**src/rtl/spi_mem_arbiter.sv**
```systemverilog
// spi_mem_arbiter
// Shares one SPI memory controller port between a CPU requester and a PCM
// sample fetcher. PCM normally wins a tie, but a streak counter bounds how
// many PCM grants can be taken back-to-back while the CPU is waiting.
// The winning request is captured on the grant edge so the downstream
// request stays stable for the whole transaction.

module spi_mem_arbiter #(
    parameter int PCM_BURST_MAX = 4,
    parameter int AW            = 24
) (
    input  logic          clk_24m,
    input  logic          rst,

    input  logic          cpu_valid,
    input  logic [AW-1:0] cpu_addr,
    input  logic          cpu_we,
    input  logic [31:0]   cpu_wdata,
    input  logic          cpu_select,
    output logic          cpu_ready,
    output logic [31:0]   cpu_rdata,

    input  logic          pcm_valid,
    input  logic [AW-1:0] pcm_addr,
    output logic          pcm_ready,
    output logic [7:0]    pcm_rdata,

    output logic          mem_valid,
    output logic          mem_we,
    output logic [AW-1:0] mem_addr,
    output logic [31:0]   mem_wdata,
    output logic [1:0]    mem_length,
    output logic          mem_select,
    input  logic          mem_ready,
    input  logic [31:0]   mem_rdata,

    output logic          grant_pcm
);

    typedef enum logic [1:0] {
        ST_IDLE = 2'd0,
        ST_CPU  = 2'd1,
        ST_PCM  = 2'd2
    } state_t;

    localparam logic [3:0] BURST_MAX_C = 4'(PCM_BURST_MAX);

    // Streak counter stops at its ceiling instead of wrapping back to zero.
    function automatic logic [3:0] sat_inc(input logic [3:0] v);
        logic [3:0] r;
        if (v == 4'd15) begin
            r = 4'd15;
        end else begin
            r = v + 4'd1;
        end
        return r;
    endfunction

    state_t          state_q,  state_d;
    logic [3:0]      streak_q, streak_d;
    logic [AW-1:0]   addr_q,   addr_d;
    logic            we_q,     we_d;
    logic [31:0]     wdata_q,  wdata_d;
    logic [1:0]      length_q, length_d;
    logic            select_q, select_d;

    // State, streak and captured request registers.
    always_ff @(posedge clk_24m or posedge rst) begin
        if (rst) begin
            state_q  <= ST_IDLE;
            streak_q <= 4'd0;
            addr_q   <= '0;
            we_q     <= 1'b0;
            wdata_q  <= 32'd0;
            length_q <= 2'b00;
            select_q <= 1'b0;
        end else begin
            state_q  <= state_d;
            streak_q <= streak_d;
            addr_q   <= addr_d;
            we_q     <= we_d;
            wdata_q  <= wdata_d;
            length_q <= length_d;
            select_q <= select_d;
        end
    end

    // Grant decision in IDLE, completion tracking while busy.
    always_comb begin
        state_d  = state_q;
        streak_d = streak_q;
        addr_d   = addr_q;
        we_d     = we_q;
        wdata_d  = wdata_q;
        length_d = length_q;
        select_d = select_q;

        case (state_q)
            ST_IDLE: begin
                if (!cpu_valid) begin
                    streak_d = 4'd0;
                end else begin
                    streak_d = streak_q;
                end

                // CPU wins when it is alone or when PCM has used up its burst.
                if (cpu_valid && (!pcm_valid || (streak_q >= BURST_MAX_C))) begin
                    state_d  = ST_CPU;
                    streak_d = 4'd0;
                    addr_d   = cpu_addr;
                    we_d     = cpu_we;
                    wdata_d  = cpu_wdata;
                    length_d = 2'b11;
                    select_d = cpu_select;
                end else if (pcm_valid) begin
                    state_d  = ST_PCM;
                    addr_d   = pcm_addr;
                    we_d     = 1'b0;
                    wdata_d  = 32'd0;
                    length_d = 2'b00;
                    select_d = 1'b1;
                    // Only grants that made the CPU wait count toward the burst.
                    if (cpu_valid) begin
                        streak_d = sat_inc(streak_q);
                    end else begin
                        streak_d = 4'd0;
                    end
                end else begin
                    state_d = ST_IDLE;
                end
            end
            ST_CPU, ST_PCM: begin
                if (mem_ready) begin
                    state_d = ST_IDLE;
                end else begin
                    state_d = state_q;
                end
            end
            default: begin
                state_d = ST_IDLE;
            end
        endcase
    end

    // Downstream request is driven straight from the captured registers.
    always_comb begin
        mem_valid  = (state_q != ST_IDLE);
        mem_we     = we_q;
        mem_addr   = addr_q;
        mem_wdata  = wdata_q;
        mem_length = length_q;
        mem_select = select_q;
        grant_pcm  = (state_q == ST_PCM);
    end

    // Completion pulses follow mem_ready in the same cycle; read data passes through.
    always_comb begin
        cpu_ready = mem_ready & (state_q == ST_CPU);
        pcm_ready = mem_ready & (state_q == ST_PCM);
        cpu_rdata = mem_rdata;
        pcm_rdata = mem_rdata[7:0];
    end

endmodule

```
**config.mk**
```make
export PLATFORM = sky130hd
export DESIGN_NAME = spi_mem_arbiter
export DESIGN_NICKNAME = d
export VERILOG_FILES = /design/src/rtl/spi_mem_arbiter.sv
export SDC_FILE = /design/constraint.sdc
export NUM_CORES = 1
export LEC_CHECK = 0
export CAP_MARGIN = 0
export CORE_ASPECT_RATIO = 2
export CORE_MARGIN = 5
export CORE_UTILIZATION = 38
export CTS_CLUSTER_SIZE = 8
export DETAILED_ROUTE_END_ITERATION = 10
export MAX_ROUTING_LAYER = met4
export PLACE_DENSITY_LB_ADDON = 0.05
export SLEW_MARGIN = 25
export SYNTH_ARGS = -nofsm -noshare
export SYNTH_HDL_FRONTEND = slang
export SYNTH_SLANG_ARGS = --single-unit
```
**constraint.sdc**
```tcl
create_clock -name clk_24m -period 2.9 [get_ports clk_24m]
set_input_delay 0.29 -clock clk_24m [delete_from_list [all_inputs] [get_ports clk_24m]]
set_output_delay 0.29 -clock clk_24m [all_outputs]
set_load 0.03 [all_outputs]
```
# == Word-level counts from Yosys, hierarchy flattened ==
# Index checks and enable logic that the tools add are counted.
# classes
n_lt_le_gt_ge,1
bitwise_logic,2
n_reduce_logical,9
add_sub_neg,1
n_eq_ne,5
n_mux,19
# op_table
operator,n
$mux 32,2
$mux 24,2
$mux 4,5
$mux 2,5
$add 4x1->4 const B,1
$eq 4x4->1 const B,1
$ge 4x3->1 const B,1
$mux 1,4
$pmux 2 s2,1
$reduce_and 2->1,2
$reduce_bool 2->1,2
$ne 3x1->1 const B,1
$and 1x1->1,2
$eq 2x1->1 const B,1
$eq 2x2->1 const B,1
$logic_not 2->1,1
$ne 2x2->1 const B,1
$reduce_or 2->1,1
$logic_and 1x1->1,1
$logic_not 1->1,1
$logic_or 1x1->1,1
# totals
inputBits,119
wordCells,44
register_bits,66

# == Longest topological paths before layout ==
# logic_depth
ltp_word,5
depth_mapped,7

# == Worst setup path after synthesis ==
# No wires, ideal clock.
# synth_path
path_type,register to register
startpoint,reg state_q[0]
endpoint,reg addr_q[10] (netlist: mem_addr[10])
slack_ns,1.282
arrival_time_ns,1.531
setup_time_ns,0.087
n_path_buf,2
path_stages_with_launch,8
cell_sequence,dfrtp_1 inv_1 ha_1 buf_2 o21a_1 clkbuf_1 nand2_1 o211ai_1
# synth_via
elab_chain_cells,2
# synth_lines
item,line_no,source
start: declaration,59,"state_t state_q, state_d;"
start signal: assignment,78,state_q <= state_d;
$logic_not 2->1,98,case (state_q)
$reduce_and 2->1 (no line),n/a,
end signal: assignment,80,addr_q <= addr_d;
end: declaration,61,"logic [AW-1:0] addr_q, addr_d;"
# Every way passes these cells.
# A chain may end at the register's enable or synchronous reset.

# == Worst setup path after layout ==
# layout_path
startpoint,reg state_q[0]
endpoint,out mem_valid
# layout_via
elab_chain_cells,1
# layout_lines
item,line_no,source
$reduce_bool 2->1,147,mem_valid = (state_q != ST_IDLE);
end: declaration,28,"output logic mem_valid,"
# Every way passes these cells.

==> flow_summary.yaml <==
worst_setup_path:
  worstPathRequired_ps: 2610
  r2r_end: "state_q[1]$_DFFE_PP0P_"
  start_kind: "flop"
  crit_type: "flop to output pin"
  cp-end-kind: "output pin"
  crit_path_max_fanout: 18
  crit_arrival_ps: 2020
  r2r-start: "streak_q[3]$_DFFE_PP0P_"
  r2r_cells: 3
  r2r_slack_ps: 950
clock_tree:
  holdBufCountCts: 0
  tritoncts: "yes"
  cts_max_path_buffers: 2
  clk_pin_slew_ps: 60
  cts-buffers-inserted: 9
  ctsResizeCount: 0
  clock_sinks: 65
  post_cts_buffers: 0
  htree_levels: 3
  clock_latency_ps: 330
  cts-root-buf: "clkbuf_16"
global_route:
  grt.total_usage: 0.178
  grt_max_degree: 66
  overflow: 0
  first_global_vias: 2681
  antenna_found_initial: 0
  grt_pass1_wl_mm: 13.5
power:
  p_leak_nw: 1.97
  ir_worst_vdd_uv: 536
  power_density_nw_per_um2: 1020
detailed_routing:
  ant_nets: 0
  drc: 0
  drtPass1Iterations: 4
  dr_total_vias: 2629
  wl_per_cell_um: 17.5
  routed_via_density: 5.28
  drtIter0Drc: 106
  routed_wl_mm: 8.74
finish:
  layout.nets: 520
  regArea_um2: 1630
  multiInputGateArea_um2: 1010
  layout-drive-gt1-share: 0.0746
  fillers: 713
  area_growth_pct: 50.0
  antennaDiodeCount: 0
yosys:
  synth_fp_nets: 415
  synthTopCellsByArea: "dfrtp_1, buf_4, a22o_1"
  synth_cell_types: 27
  syn_inst: 292
  synth_edf_count: 0
  ys.flop_type: "dfrtp_1"
  avgSynthCellArea_um2: 10.7
  synth_largest_area_cell: "dfrtp_1"
  ys_seq_elements: 65
  synth_top_area_frac: 0.523
  ys_async_sr_fraction: 1.00
  yosys_warnings: 0
  netlist_area_um2: 3110
  ys_seq_area_frac: 0.523
outcome:
  status: "completed"
die:
  die_w_um: 74.0
  rows: 46
  ios: 223
  floorplan.initialDensity: 0.392
  die_y_um: 138
  die_area_um2: 10200
  core_um2: 7940
timing:
  slew_headroom: 0.376
  maxSlewViolCount: 0
  finalCritPeriodShare: 0.796
  finalHoldViolations: 0
  min_period_ps: 2310
  worst_pin_slew_ps: 935
  setup_violations: 0
  fin_skew_ps: 8.86
  hold_slack_ps: 326
  rsz0062_at_grt: "false"
  max_freq_mhz: 433
  setup_tns_ps: 0
placement:
  port_buffers: 150
  hpwl_mm: 6.23
  routabilityCongestion: 0.725
hold_path:
  hold_path_class: "primary input to async pin"
run:
  max_cap_violations: 0
[final cells by class]
cell class / instances / area share
well taps: 96 / 0.0258
inverters: 7 / 0.00563
repair buffers: 159 / 0.339
clock inverters: 7 / 0.0153
flip-flops and latches: 65 / 0.349
multi-input cells: 155 / 0.217
clock buffers: 9 / 0.0483
[metal layers]
metal  vias up  part of all wire  track usage  wire length [um]
met5         -                 0            -                 0
met4         0             0.020       0.0726               178
met3        25             0.080       0.0472               695
met2       122              0.50        0.286              4380
met1      1269              0.40        0.210              3480
li1       1213                 -            -                 -
[stage by stage]
| step | area, um^2 | total power, mW | util | setup WS [ps] | std cells |
|---|---|---|---|---|---|
| after CTS | 4660 | 4.83 | 0.587 | 559 | 498 |
| final | 4660 | 4.77 | 0.587 | 593 | 498 |
| after floorplan | 3110 | 2.84 | - | 984 | 292 |
| after global placement | 4370 | 3.73 | 0.550 | 535 | 482 |
| after detailed placement | 4370 | 3.74 | 0.550 | 468 | 482 |
| after global routing | 4660 | 5.02 | 0.587 | 487 | 498 |
[synthesized netlist by cell type, types with 2 or more instances]
library cell,n
dfrtp_1,65
nand2_1,50
buf_4,41
a22o_1,33
nand4_1,24
o211ai_1,24
clkbuf_1,9
buf_6,7
inv_1,7
buf_1,4
buf_2,4
ha_1,4
and2_1,3
a31oi_1,2
nor2b_1,2
o2bb2ai_1,2
[cell usage in the layout (no fill, tap or decap), drive strengths merged]
cell and count:
clkbuf 9, o21a 1, buf 9, bufinv 1
a21oi 1, or3b 1, or4b 1, nand2 50
clkinvlp 3, mux2 1, a21o 1, dfrtp 65
a22o 33, nor2b 2, ha 4, clkdlybuf4s50 150
nand4 24, o211ai 24, inv 7, clkinv 3
and3 1, and2 3, o22ai 1, a31oi 2
o21ai 1, o31ai 1, nor2 1, o2bb2ai 2
[worst max path at each step]
stage                           startpoint  cells past startpoint                        to
CTS                 state_q[0]$_DFFE_PP0P_                      5                 mem_valid
global placement                 pcm_valid                      4   mem_addr[7]$_DFFE_PP0P_
detailed placement               pcm_valid                      4  mem_addr[13]$_DFFE_PP0P_
global route        state_q[0]$_DFFE_PP0P_                      5                 mem_valid
finish              state_q[0]$_DFFE_PP0P_                      5                 mem_valid
floorplan                              rst                      1   mem_addr[0]$_DFFE_PP0P_
[flip-flops by register name, summed over array words and instances (netlist names)]
register / flops
streak_q: 4
state_q: 2
mem_addr: 24
mem_wdata: 32
mem_we: 1
mem_length: 1
mem_select: 1
[critical path: stages (launching register included)]
cell and delay [ps]:
dfrtp_1 370, inv_1 70, ha_1 210, buf_4 210
inv_1 140, clkdlybuf4s50_1 690
[logic make-up after synthesis]
logic type / after synthesis / synth area share
AOI/OAI and AO/OA: 67 / 0.173
muxes: 1 / 0.00362
adders and majority gates: 4 / 0.0161
DFF: 65 / 0.523
buffers and inverters: 72 / 0.155
and+or+nand+nor: 83 / 0.130
[power breakdown]
part           internal, mW  switching, mW
clock                 0.662          0.401
sequential             1.23          0.178
combinational         0.964           1.33
total                  2.86           1.91
(Power assumes the default switching activity.)
